File: config.mk
export PLATFORM = sky130hd
export DESIGN_NAME = machine_line_decoder_flat
export DESIGN_NICKNAME = d
export VERILOG_FILES = /design/src/rtl/aoc_25_10_pkg.sv /design/src/rtl/machine_line_decoder_if.sv /design/src/rtl/decimal_index_accumulator.sv /design/src/rtl/machine_line_decoder.sv /design/src/flat_wrapper.sv
export SDC_FILE = /design/constraint.sdc
export NUM_CORES = 1
export LEC_CHECK = 0
export BUFFER_PORTS_ARGS = -buffer_cell sky130_fd_sc_hd__buf_4
export CORE_UTILIZATION = 40
export DETAILED_ROUTE_END_ITERATION = 8
export HOLD_SLACK_MARGIN = 0.12
export PLACE_DENSITY = 0.61
export SYNTH_ARGS = -nofsm -noshare
export SYNTH_HDL_FRONTEND = slang
export SYNTH_SLANG_ARGS = --single-unit
File: constraint.sdc
create_clock -name clk -period 2.9 [get_ports clk]
set_input_delay 0.145 -clock clk [delete_from_list [all_inputs] [get_ports clk]]
set_output_delay 0.145 -clock clk [all_outputs]
set_load 0.01 [all_outputs]
File: src/rtl/aoc_25_10_pkg.sv
// aoc_25_10_pkg: shared wiring type, ASCII constants and parser states for the machine pipeline
package aoc_25_10_pkg;
    localparam int MAX_WIRING_WIDTH = 16;
    localparam int INDEX_WIDTH = 8;
    typedef logic [MAX_WIRING_WIDTH-1:0] wiring_t;
    localparam logic [7:0] CHAR_LBRACK = 8'h5B;
    localparam logic [7:0] CHAR_RBRACK = 8'h5D;
    localparam logic [7:0] CHAR_LPAREN = 8'h28;
    localparam logic [7:0] CHAR_RPAREN = 8'h29;
    localparam logic [7:0] CHAR_LBRACE = 8'h7B;
    localparam logic [7:0] CHAR_RBRACE = 8'h7D;
    localparam logic [7:0] CHAR_HASH = 8'h23;
    localparam logic [7:0] CHAR_DOT = 8'h2E;
    localparam logic [7:0] CHAR_COMMA = 8'h2C;
    localparam logic [7:0] CHAR_LF = 8'h0A;
    localparam logic [7:0] CHAR_CR = 8'h0D;
    localparam logic [7:0] CHAR_EOT = 8'h04;
    localparam logic [7:0] CHAR_SPACE = 8'h20;
    typedef enum logic [2:0] {LINE_START, LIGHTS, BETWEEN, BUTTON, JOLTAGE, DONE} state_t;
    function automatic logic is_digit(input logic [7:0] c);
        return c >= 8'h30 && c <= 8'h39;
    endfunction
    function automatic logic is_blank(input logic [7:0] c);
        return c == CHAR_SPACE || c == CHAR_CR;
    endfunction
endpackage

File: src/rtl/machine_line_decoder_if.sv
// machine_line_decoder_if: byte-stream input and decoded wiring/status outputs
interface machine_line_decoder_if #(parameter int W = 16);
    logic inbound_valid;
    logic [7:0] inbound_data;
    logic end_of_file;
    logic end_of_line;
    logic wiring_valid;
    logic [W-1:0] wiring_data;
    logic decode_error;
    modport master (
        output inbound_valid, inbound_data,
        input end_of_file, end_of_line, wiring_valid, wiring_data, decode_error
    );
    modport slave (
        input inbound_valid, inbound_data,
        output end_of_file, end_of_line, wiring_valid, wiring_data, decode_error
    );
endinterface

File: src/rtl/decimal_index_accumulator.sv
// decimal_index_accumulator: builds a decimal button index digit by digit, saturating at all-ones
module decimal_index_accumulator #(parameter int INDEX_WIDTH = 8) (
    input logic clk,
    input logic rst_n,
    input logic clear,
    input logic digit_valid,
    input logic [3:0] digit,
    output logic [INDEX_WIDTH-1:0] idx
);
    logic [INDEX_WIDTH+3:0] next_idx;
    logic [INDEX_WIDTH-1:0] sat_idx;
    // widened multiply-add so an overflow is visible before it is clamped
    always_comb begin
        next_idx = {4'b0, idx} * (INDEX_WIDTH+4)'(10) + {{INDEX_WIDTH{1'b0}}, digit};
        sat_idx = |next_idx[INDEX_WIDTH+3:INDEX_WIDTH] ? '1 : next_idx[INDEX_WIDTH-1:0];
    end
    // clear wins over a digit so a new group always starts from zero
    always_ff @(posedge clk or negedge rst_n) begin
        if (!rst_n) idx <= '0;
        else if (clear) idx <= '0;
        else if (digit_valid) idx <= sat_idx;
    end
endmodule

File: src/rtl/machine_line_decoder.sv
// machine_line_decoder: parses ASCII machine lines into light-pattern and button wiring words
module machine_line_decoder
    import aoc_25_10_pkg::*;
#(
    parameter int MAX_WIRING_WIDTH = 16,
    parameter int INDEX_WIDTH = 8
) (
    input logic clk,
    input logic rst_n,
    machine_line_decoder_if.slave bus
);
    localparam int PW = $clog2(MAX_WIRING_WIDTH) + 1;
    state_t state;
    logic [MAX_WIRING_WIDTH-1:0] word;
    logic [PW-1:0] pos;
    logic [INDEX_WIDTH-1:0] idx;
    logic [7:0] c;
    logic v, idx_ok, pos_ok, acc_clear, acc_digit;
    logic [MAX_WIRING_WIDTH-1:0] idx_bit, pos_bit;
    // decode helpers: in-range checks and the one-hot bit each position/index would set
    always_comb begin
        c = bus.inbound_data;
        v = bus.inbound_valid;
        idx_ok = idx < INDEX_WIDTH'(MAX_WIRING_WIDTH);
        pos_ok = pos < PW'(MAX_WIRING_WIDTH);
        idx_bit = idx_ok ? MAX_WIRING_WIDTH'(1) << idx : '0;
        pos_bit = MAX_WIRING_WIDTH'(1) << pos;
        acc_clear = v && ((state == BETWEEN && c == CHAR_LPAREN) || (state == BUTTON && c == CHAR_COMMA));
        acc_digit = v && state == BUTTON && is_digit(c);
    end
    decimal_index_accumulator #(.INDEX_WIDTH(INDEX_WIDTH)) u_acc (
        .clk(clk),
        .rst_n(rst_n),
        .clear(acc_clear),
        .digit_valid(acc_digit),
        .digit(c[3:0]),
        .idx(idx)
    );
    // parser FSM with registered outputs; malformed bytes flag an error but never stall parsing
    always_ff @(posedge clk or negedge rst_n) begin
        if (!rst_n) begin
            state <= LINE_START;
            word <= '0;
            pos <= '0;
            bus.wiring_valid <= 1'b0;
            bus.wiring_data <= '0;
            bus.end_of_line <= 1'b0;
            bus.end_of_file <= 1'b0;
            bus.decode_error <= 1'b0;
        end else begin
            bus.wiring_valid <= 1'b0;
            bus.end_of_line <= 1'b0;
            if (v) begin
                case (state)
                    LINE_START:
                        if (c == CHAR_LBRACK) begin
                            state <= LIGHTS;
                            word <= '0;
                            pos <= '0;
                        end else if (c == CHAR_EOT) begin
                            state <= DONE;
                            bus.end_of_file <= 1'b1;
                        end else if (c != CHAR_LF && !is_blank(c)) bus.decode_error <= 1'b1;
                    LIGHTS:
                        if (c == CHAR_HASH || c == CHAR_DOT) begin
                            if (pos_ok) begin
                                word <= c == CHAR_HASH ? word | pos_bit : word;
                                pos <= pos + PW'(1);
                            end else bus.decode_error <= 1'b1;
                        end else if (c == CHAR_RBRACK) begin
                            state <= BETWEEN;
                            bus.wiring_valid <= 1'b1;
                            bus.wiring_data <= word;
                        end else if (c == CHAR_EOT) begin
                            state <= DONE;
                            bus.end_of_file <= 1'b1;
                            bus.decode_error <= 1'b1;
                        end else bus.decode_error <= 1'b1;
                    BETWEEN:
                        if (c == CHAR_LPAREN) begin
                            state <= BUTTON;
                            word <= '0;
                        end else if (c == CHAR_LBRACE) state <= JOLTAGE;
                        else if (c == CHAR_LF) begin
                            state <= LINE_START;
                            bus.end_of_line <= 1'b1;
                        end else if (c == CHAR_EOT) begin
                            state <= DONE;
                            bus.end_of_line <= 1'b1;
                            bus.end_of_file <= 1'b1;
                        end else if (!is_blank(c)) bus.decode_error <= 1'b1;
                    BUTTON:
                        if (c == CHAR_COMMA) begin
                            word <= word | idx_bit;
                            bus.decode_error <= bus.decode_error | !idx_ok;
                        end else if (c == CHAR_RPAREN) begin
                            state <= BETWEEN;
                            bus.wiring_valid <= 1'b1;
                            bus.wiring_data <= word | idx_bit;
                            bus.decode_error <= bus.decode_error | !idx_ok;
                        end else if (c == CHAR_EOT) begin
                            state <= DONE;
                            bus.end_of_file <= 1'b1;
                            bus.decode_error <= 1'b1;
                        end else if (!is_digit(c)) bus.decode_error <= 1'b1;
                    JOLTAGE:
                        if (c == CHAR_RBRACE) state <= BETWEEN;
                        else if (c == CHAR_EOT) begin
                            state <= DONE;
                            bus.end_of_file <= 1'b1;
                            bus.decode_error <= 1'b1;
                        end
                    default: ;
                endcase
            end
        end
    end
endmodule

File: src/flat_wrapper.sv
// flat-port wrapper written by rule: the top's interface ports become plain ports
module machine_line_decoder_flat import aoc_25_10_pkg::*;
#(
    parameter int MAX_WIRING_WIDTH = 16,
    parameter int INDEX_WIDTH = 8
)
  (clk, rst_n, bus_inbound_valid, bus_inbound_data, bus_end_of_file, bus_end_of_line, bus_wiring_valid, bus_wiring_data, bus_decode_error);
  machine_line_decoder_if bus_i ();
  input logic clk;
  input logic rst_n;
  input wire logic [$bits(bus_i.inbound_valid)-1:0] bus_inbound_valid;
  input wire logic [$bits(bus_i.inbound_data)-1:0] bus_inbound_data;
  output wire logic [$bits(bus_i.end_of_file)-1:0] bus_end_of_file;
  output wire logic [$bits(bus_i.end_of_line)-1:0] bus_end_of_line;
  output wire logic [$bits(bus_i.wiring_valid)-1:0] bus_wiring_valid;
  output wire logic [$bits(bus_i.wiring_data)-1:0] bus_wiring_data;
  output wire logic [$bits(bus_i.decode_error)-1:0] bus_decode_error;
  assign bus_i.inbound_valid = bus_inbound_valid;
  assign bus_i.inbound_data = bus_inbound_data;
  assign bus_end_of_file = bus_i.end_of_file;
  assign bus_end_of_line = bus_i.end_of_line;
  assign bus_wiring_valid = bus_i.wiring_valid;
  assign bus_wiring_data = bus_i.wiring_data;
  assign bus_decode_error = bus_i.decode_error;
  machine_line_decoder #(.MAX_WIRING_WIDTH(MAX_WIRING_WIDTH), .INDEX_WIDTH(INDEX_WIDTH)) u_core (.clk(clk), .rst_n(rst_n), .bus(bus_i));
endmodule
; Word-level counts from Yosys, hierarchy flattened
; Cells that the tools add are included.
[op_classes]
muxes = 72
n_reduce_logical = 25
bitwise = 3
n_eq_ne = 43
shift = 2
magnitude_cmp = 4
mul = 1
addsub = 2
[op_table]
columns = op, n
row1 = 2-to-1 mux 16 bit, 11
row2 = case mux 16 bit (4 select lines), 1
row3 = "== test 8 x 6 -> 1 bit, second input constant", 6
row4 = 2-to-1 mux 1 bit, 38
row5 = "== test 8 x 7 -> 1 bit, second input constant", 4
row6 = OR 16 bit, 2
row7 = case mux 16 bit (2 select lines), 1
row8 = 2-to-1 mux 3 bit, 10
row9 = "inequality test 2 bit, second input constant", 14
row10 = 2-to-1 mux 8 bit, 3
row11 = "== test 8 x 4 -> 1 bit, second input constant", 2
row12 = "inequality test 2 x 1 -> 1 bit, second input constant", 8
row13 = "left shift 1 x 5 -> 16 bit, first input constant", 1
row14 = "left shift 1 x 8 -> 16 bit, first input constant", 1
row15 = 2-to-1 mux 5 bit, 3
row16 = case mux 3 bit (5 select lines), 1
row17 = AND reduction 15 bit, 1
row18 = adder 12 x 4 -> 12 bit, 1
row19 = "multiplier 8 x 3 -> 11 bit, second input constant", 1
row20 = AND reduction 11 bit, 1
row21 = case mux 1 bit (5 select lines), 2
row22 = case mux 5 bit (2 select lines), 1
row23 = "== test 8 x 3 -> 1 bit, second input constant", 1
row24 = "greater-or-equal comparator 8 x 6 -> 1 bit, second input constant", 1
row25 = 25 further kinds, 37
[totals]
reg_bits = 52
input_bits = 11
output_inout_bits = 20
word_cells = 161

; Depth between registers and ports, before layout
; Gate-level depths: netlist of the first run.
[logic_depth]
word_depth = 8
ltp_mapped = 8
mapped_depth_nobuf = 8

; Hierarchy
; From an unflattened synthesis of the first run, not the netlist that was laid out.
[hier_totals]
hier_cells = 429
area_unflattened_um2 = 3807.4
[by_module_without_submodules]
columns = mod, cells_per_inst, instances, area_each_um2
row1 = machine_line_decoder, 340, 1, 2934.1
row2 = decimal_index_accumulator, 89, 1, 873.3

; Worst setup path before layout of the first run
; Ideal clock, no wire load.
[synth_timing]
kind = register to register
start = register u_core.u_acc.idx[1]
end = register u_core.u_acc.idx[2]
path_slack_ps = 88
path_stages_with_launch = 9
t_required_ps = 2744
period_less_slack_ps = 2812
t_arrival_ps = 2655
setup_ps = 156
cell_sequence = dfrtp_1 > ha_1 > ha_1 > fa_1 > nand2_1 > or2_2 > nor4_1 > mux2i_1 > a41oi_1
[synth_between]
elab_chain_len = 6
[synth_rtl]
columns = item, line
row1 = from (decl), decimal_index_accumulator.sv:8  ; output logic [INDEX_WIDTH-1:0] idx
row2 = from (signal assigned), decimal_index_accumulator.sv:21  ; else if (digit_valid) idx <= sat_idx;
row3 = multiplier 8 x 3 -> 11 bit *, decimal_index_accumulator.sv:14  ; next_idx = {4'b0, idx} * (INDEX_WIDTH+4)'(10) + {{INDEX_WIDTH{1'b0}}, digit};
row4 = adder 12 x 4 -> 12 bit *, decimal_index_accumulator.sv:14
row5 = OR reduction 4 bit, decimal_index_accumulator.sv:15  ; sat_idx = |next_idx[INDEX_WIDTH+3:INDEX_WIDTH] ? '1 : next_idx[INDEX_WIDTH-1:0];
row6 = 2-to-1 mux 8 bit *, decimal_index_accumulator.sv:15
row7 = 2-to-1 mux 8 bit *, decimal_index_accumulator.sv:21
row8 = 2-to-1 mux 8 bit *, decimal_index_accumulator.sv:20  ; else if (clear) idx <= '0;
; Mark *: on every way between the ends. The rest lies on a longest branch, timed or not. The select of a mux whose other input is x is not followed.
; A chain may end at the register's enable or synchronous reset.

; Worst setup path after layout of the first run
[layout_timing]
start = register u_core.u_acc.idx[1]
end = register u_core.u_acc.idx[3]
; The elaborated chain is that of the path after synthesis.

==> results.yml, run 1 <==
drt:
  firstDrtPassIters: 4
  drc: 0
  wl_um: 8640
  drt-initial-drc-count: 118
  via_per_inst: 5.95
  drtAntennaViolNets: 0
  routedLengthMet1_um: 4240
  route.met3.wl_um: 298
  top_layer: "met4"
  wire_per_inst_um: 16.3
  wl_met2_um: 4030
  vias: 3152
grt:
  grt_pass1_vias: 2836
  grt_pass1_wl_um: 14200
  antenna_found_initial: 0
  grt_usage_pct: 20.1
  grt_remaining_overflow: 0
  grt_start_max_net_pins: 53
yosys:
  synth_top_area_share_pct: 37.3
  synth_edf_count: 0
  yosys_register_bits: 52
  synthTopCellsByArea: "dfrtp_1 (37%), ha_1 (7.5%), a21oi_1 (5.9%)"
  yosysMostFrequentCell: "nor2_1"
  synthTopCellsByCount: "nor2_1 (53), dfrtp_1 (52), a21oi_1 (41), ha_1 (21), nand2_1 (19)"
  synth_area_sq_um: 3490
  avgSynthCellArea_sq_um: 8.77
  yosys.area.top_type: "dfrtp_1"
  ys_warn_count: 0
  synth_flop_cell: "dfrtp_1"
  seq_area_frac_synth_pct: 37.3
  async_reset_ff_share_pct: 100
  synthesis.nets: 432
  synth_cell_types: 58
  synth_cells: 398
cells_and_area:
  finish.utilization_pct: 47.2
  insertedDiodeCount: 0
  multi_input_area_sq_um: 2060
  nNetsFinal: 458
  area_growth_syn_to_layout_pct: 12.8
  seq_area_sq_um: 1300
  fill_cells: 854
  drive_gt1_share_pct: 12.9
  fin_cells: 530
clocking:
  clock-sinks: 52
  cts_buffer_depth: 2
  tritoncts: "built"
  cts.clk_slew.worst_paths_ns: 0.09
  cts_max_level: 2
  ctsRootBufferMaster: "clkbuf_8"
  cts_made_buffers: 5
  clk_latency_ns: 0.31
placement:
  gp_congestion: 0.871
  portBuffers: 30
  placed_cells: 521
  post-dp-hpwl_um: 6270
sta:
  setup_viol: 0
  rsz0062_at_grt: "false"
  tightest_slew_ns: 0.733
  drv_slew: 0
  period_needed_ns: 2.75
  fin_crit_sh_pct: 94.7
  totalNegativeSetupSlack_ns: 0
  maxSlewHeadroom_pct: 50.7
  final_hold_viol_count: 0
  clock_skew_ns: 0.0106
  max_freq_mhz: 364
  whs_ns: 0.139
setup_path:
  arrival_ns: 2.92
  start_kind: "register"
  crit_fanout: 8
  slowest_delay_ns: 0.42
  worst_setup_path_end_kind: "register"
  criticalPathCategory: "reg2reg"
  crit_top_cell: "ha_1"
  crit_chain: "ha_1 -> ha_1 -> fa_1 -> xnor2_1 -> or2_2 -> nor4_1 -> mux2i_1 -> buf_4 -> a41oi_1"
  slowest_stage: "fa_1"
  crit_required_ns: 3.08
power:
  irDropWorstVdd_v: 0.000249
  p_per_area_nw_per_um2: 384
  p_leak_nw: 1.66
  power_mw: 1.51
worst_hold_path:
  hold_class: "in2reg"
floorplan:
  io-pin-count: 31
  start_util_pct: 41.9
  std_cell_rows: 33
  die_height_um: 95.4
  design.core.area_sq_um: 8340
  die_area_sq_um: 9110
  die_x_um: 95.4
job:
  maxCapViolations: 0
status:
  outcome: "completed"
==> path summary, 6_finish.rpt <==
kind	cells past startpoint	slack, ns	start	endpoint
max	9	0.15	u_core.u_acc.idx[1]$_DFFE_PN0P_	u_core.u_acc.idx[3]$_DFFE_PN0P_
min	3	0.14	bus_inbound_valid	u_core.bus.end_of_line$_DFF_PN0_
max reg2reg	9	0.15	u_core.u_acc.idx[1]$_DFFE_PN0P_	u_core.u_acc.idx[3]$_DFFE_PN0P_
min reg2reg	1	0.49	u_core.bus.end_of_file$_DFFE_PN0P_	u_core.bus.end_of_file$_DFFE_PN0P_
max in group asynchronous	2	2.05	rst_n	u_core.bus.end_of_line$_DFF_PN0_
min in group asynchronous	2	0.41	rst_n	u_core.bus.wiring_data[11]$_DFFE_PN0P_
==> cell type report <==
type	count	share of cell area (%)
well taps	105	3.34
multi-input cells	312	52.2
repair buffers	41	7.88
flip-flops and latches	52	33.0
inverters	12	1.14
clock buffers	7	2.19
clock inverters	1	0.191
==> worst max-delay path: cells and delay by family, from the launching register on <==
kind / cells / cell delay [ns]
buffers and inverters: 1 / 0.18
AND/OR/NAND/NOR: 2 / 0.55
multiplexers: 1 / 0.22
adder cells (fa/ha/maj): 3 / 0.97
flip-flops: 1 / 0.40
AO/OA/AOI/OAI: 1 / 0.12
XOR/XNOR: 1 / 0.17
==> timing repair <==
| item | in CTS | in global routing |
|---|---|---|
| resized for setup | 0 | 1 |
| hold buffers | 1 | 0 |
| buffers inserted | 0 | 0 |
| endpoints found under the setup margin | 0 | 2 |
| hold endpoints to repair | 52 | 0 |
==> per-stage QoR <==
step	instance area, sq um	worst slack (ns)
after floorplan	3490	0.0885
after global placement	3830	0.232
after detailed placement	3830	0.168
after CTS	3940	0.155
after global routing	3940	0.00298
final	3940	0.154
==> cells by family after synthesis <==
family	synth area share, %
compound gates	22.9
xor+xnor	1.76
fa+ha+maj	8.67
buf+inv	3.87
flops	37.3
mux	0.573
simple gates	25.0
==> layer usage <==
metal | GRT usage (%) | up-vias
met5 | 0 | -
met3 | 2.95 | 9
met4 | 4.10 | 0
li1 | - | 1541
met1 | 28.9 | 1540
met2 | 32.3 | 62
==> power by group <==
| part | internal (mW) | total [mW] | switching, mW |
|---|---|---|---|
| clock | 0.194 | 0.429 | 0.235 |
| sequential | 0.741 | 0.788 | 0.0472 |
| combinational | 0.107 | 0.293 | 0.186 |
==> registers in the layout (all words and copies together), names as in the netlist <==
register,flops
u_core.u_acc.idx,8
u_core.bus.end_of_file,1
u_core.word,16
u_core.bus.wiring_valid,1
u_core.bus.wiring_data,16
u_core.pos,5
u_core.bus.decode_error,1
u_core.state,3
u_core.bus.end_of_line,1
==> placed cells by master, fill, tap and decap left out, types with 3 or more instances in the layout <==
cell / instances
nor2b_1: 5
ha_1: 21
nor4_1: 10
o21ai_0: 12
buf_4: 40
o211ai_1: 6
nand3_1: 9
o22a_1: 3
or4_1: 4
inv_1: 12
and3_1: 3
nand4_1: 8
o2bb2ai_1: 16
dfrtp_1: 52
clkbuf_8: 6
nor2_1: 53
a211oi_1: 3
a21oi_1: 41
a31oi_1: 9
nand2_1: 19
or3_1: 6
xor2_1: 5
and2_1: 7
nor3_1: 10
nand2b_1: 8
a221oi_1: 3
a41oi_1: 5
a21o_1: 3
Note: power is estimated with default switching activity, not from simulation.
==> run 2: changes to the inputs <==
CORE_UTILIZATION = 54   (was 40)
PLACE_DENSITY = 0.78   (was 0.61)
==> results.yml, run 2 (synthesized netlist as in run 1, its figures left out) <==
grt:
  antenna_found_initial: 0
  grt_pass1_vias: 3020
  top_usage_layer: "met2"
  grt_start_max_net_pins: 53
  use_met1_pct: 38.0
  grt.met3_usage_pct: 3.63
  met2_usage_pct: 43.3
  grt_pass1_wl_um: 14100
  grt_remaining_overflow: 0
  grt_usage_pct: 27.3
floorplan:
  die_area_sq_um: 6790
  io-pin-count: 31
  die_x_um: 82.4
  std_cell_rows: 28
  design.core.area_sq_um: 6060
  die_height_um: 82.4
  start_util_pct: 57.6
setup_path:
  arrival_ns: 2.89
  crit_fanout: 8
  criticalPathCategory: "reg2reg"
  crit_required_ns: 3.08
  start_kind: "register"
  worst_setup_path_end_kind: "register"
drt:
  wl_um: 8670
  vias: 3239
  drc: 0
  firstDrtPassIters: 5
  drtAntennaViolNets: 0
  wire_per_inst_um: 17.3
  drt-initial-drc-count: 207
  via_per_inst: 6.47
power:
  p_clk_share_pct: 32.9
  p_sw_mw: 0.486
  seq_power_share_pct: 48.9
  power_mw: 1.62
  internal-power_mw: 1.13
  p_per_area_nw_per_um2: 410
  irDropWorstVdd_v: 0.000437
  p_leak_nw: 1.68
  comb_power_share_pct: 18.2
  power_switching_share_pct: 30.1
clocking:
  tritoncts: "built"
  cts.clk_slew.worst_paths_ns: 0.10
  clk_latency_ns: 0.31
  clock-sinks: 52
  ctsRootBufferMaster: "clkbuf_8"
  postCtsSetupBuffers: 0
  cts_max_level: 2
  cts_made_buffers: 5
  cts_buffer_depth: 2
sta:
  fin_crit_sh_pct: 93.4
  rsz0062_at_grt: "false"
  maxSlewHeadroom_pct: 52.7
  whs_ns: 0.149
  final_hold_viol_count: 0
  totalNegativeSetupSlack_ns: 0
  clock_skew_ns: 0.00381
  period_needed_ns: 2.71
  max_freq_mhz: 369
  worst_slack_ns: 0.190
  tightest_slew_ns: 0.704
  setup_viol: 0
  drv_slew: 0
cells_and_area:
  mostFrequentLayoutCell: "nor2_1"
  insertedDiodeCount: 0
  drive_gt1_share_pct: 13.4
  area_growth_syn_to_layout_pct: 12.9
  reg.largest.list: "u_core.bus.wiring_data (16), u_core.word (16), u_core.u_acc.idx (8)"
  nNetsFinal: 459
  mostFrequentLayoutCells: "nor2_1 (53), dfrtp_1 (52), a21oi_1 (41), buf_4 (40), ha_1 (21)"
placement:
  pre_cts_slack_ns: 0.161
  post-dp-hpwl_um: 6250
  gp_congestion: 0.920
  portBuffers: 30
status:
  outcome: "completed"
worst_hold_path:
  hold_class: "in2reg"
job:
  maxCapViolations: 0
-- run 2: layout make-up --
| cell class | instances | area (sq um) |
|---|---|---|
| Inverter | 12 | 45.0 |
| Tap cell | 75 | 93.8 |
| Clock inverter | 2 | 38.8 |
| Multi-Input combinational cell | 312 | 2060 |
| Timing Repair Buffer | 42 | 320 |
| Clock buffer | 6 | 82.6 |
| Sequential cell | 52 | 1300 |
| Fill cell | 509 | 2120 |
-- run 2: critical path, stage by stage (launching register included) --
cell and delay (ns):
dfrtp_1 0.41, ha_1 0.28, ha_1 0.24, fa_1 0.54
nand2_1 0.09, or2_2 0.31, nor4_2 0.17, mux2i_1 0.22
buf_4 0.18, a41oi_1 0.13
-- run 2: what timing repair did --
action	CTS	global route
setup endpoints to repair	0	8
hold buffers	2	0
gates resized for setup	0	1
hold endpoints to repair	53	0
-- run 2: metrics by stage --
step / cells / util [%] / cell area, sq um
2_1_floorplan: 398 / - / 3490
3_3_place_gp: 491 / 62.6 / 3800
3_5_place_dp: 491 / 62.6 / 3800
4_1_cts: 501 / 65.0 / 3940
5_1_grt: 501 / 65.1 / 3940
6_report: 501 / 65.1 / 3940
-- run 2: final timing paths --
| path | from | end | slack (ns) | depth (start not counted) |
|---|---|---|---|---|
| max reg2reg | u_core.u_acc.idx[3]$_DFFE_PN0P_ | u_core.u_acc.idx[4]$_DFFE_PN0P_ | 0.19 | 9 |
| min in group asynchronous | rst_n | u_core.bus.wiring_valid$_DFF_PN0_ | 0.40 | 2 |
| max in group asynchronous | rst_n | u_core.bus.end_of_file$_DFFE_PN0P_ | 2.07 | 2 |
| min | bus_inbound_data[0] | u_core.bus.end_of_line$_DFF_PN0_ | 0.15 | 2 |
| min reg2reg | u_core.bus.decode_error$_DFFE_PN0P_ | u_core.bus.decode_error$_DFFE_PN0P_ | 0.48 | 1 |
| max | u_core.u_acc.idx[3]$_DFFE_PN0P_ | u_core.u_acc.idx[4]$_DFFE_PN0P_ | 0.19 | 9 |
-- run 2: power groups by stage --
stage	logic, mW	clock network (mW)	registers, mW
floorplan	0.218	0	0.772
global placement	0.285	0	0.803
detailed placement	0.289	0	0.803
CTS	0.292	0.537	0.788
global route	0.326	0.556	0.796
finish	0.294	0.532	0.791
-- run 2: metal layers --
metal / wire length [um] / share of wire [%]
met1: 3910 / 45
met5: 0 / 0
met3: 488 / 5.6
met2: 4100 / 47
met4: 174 / 2.0
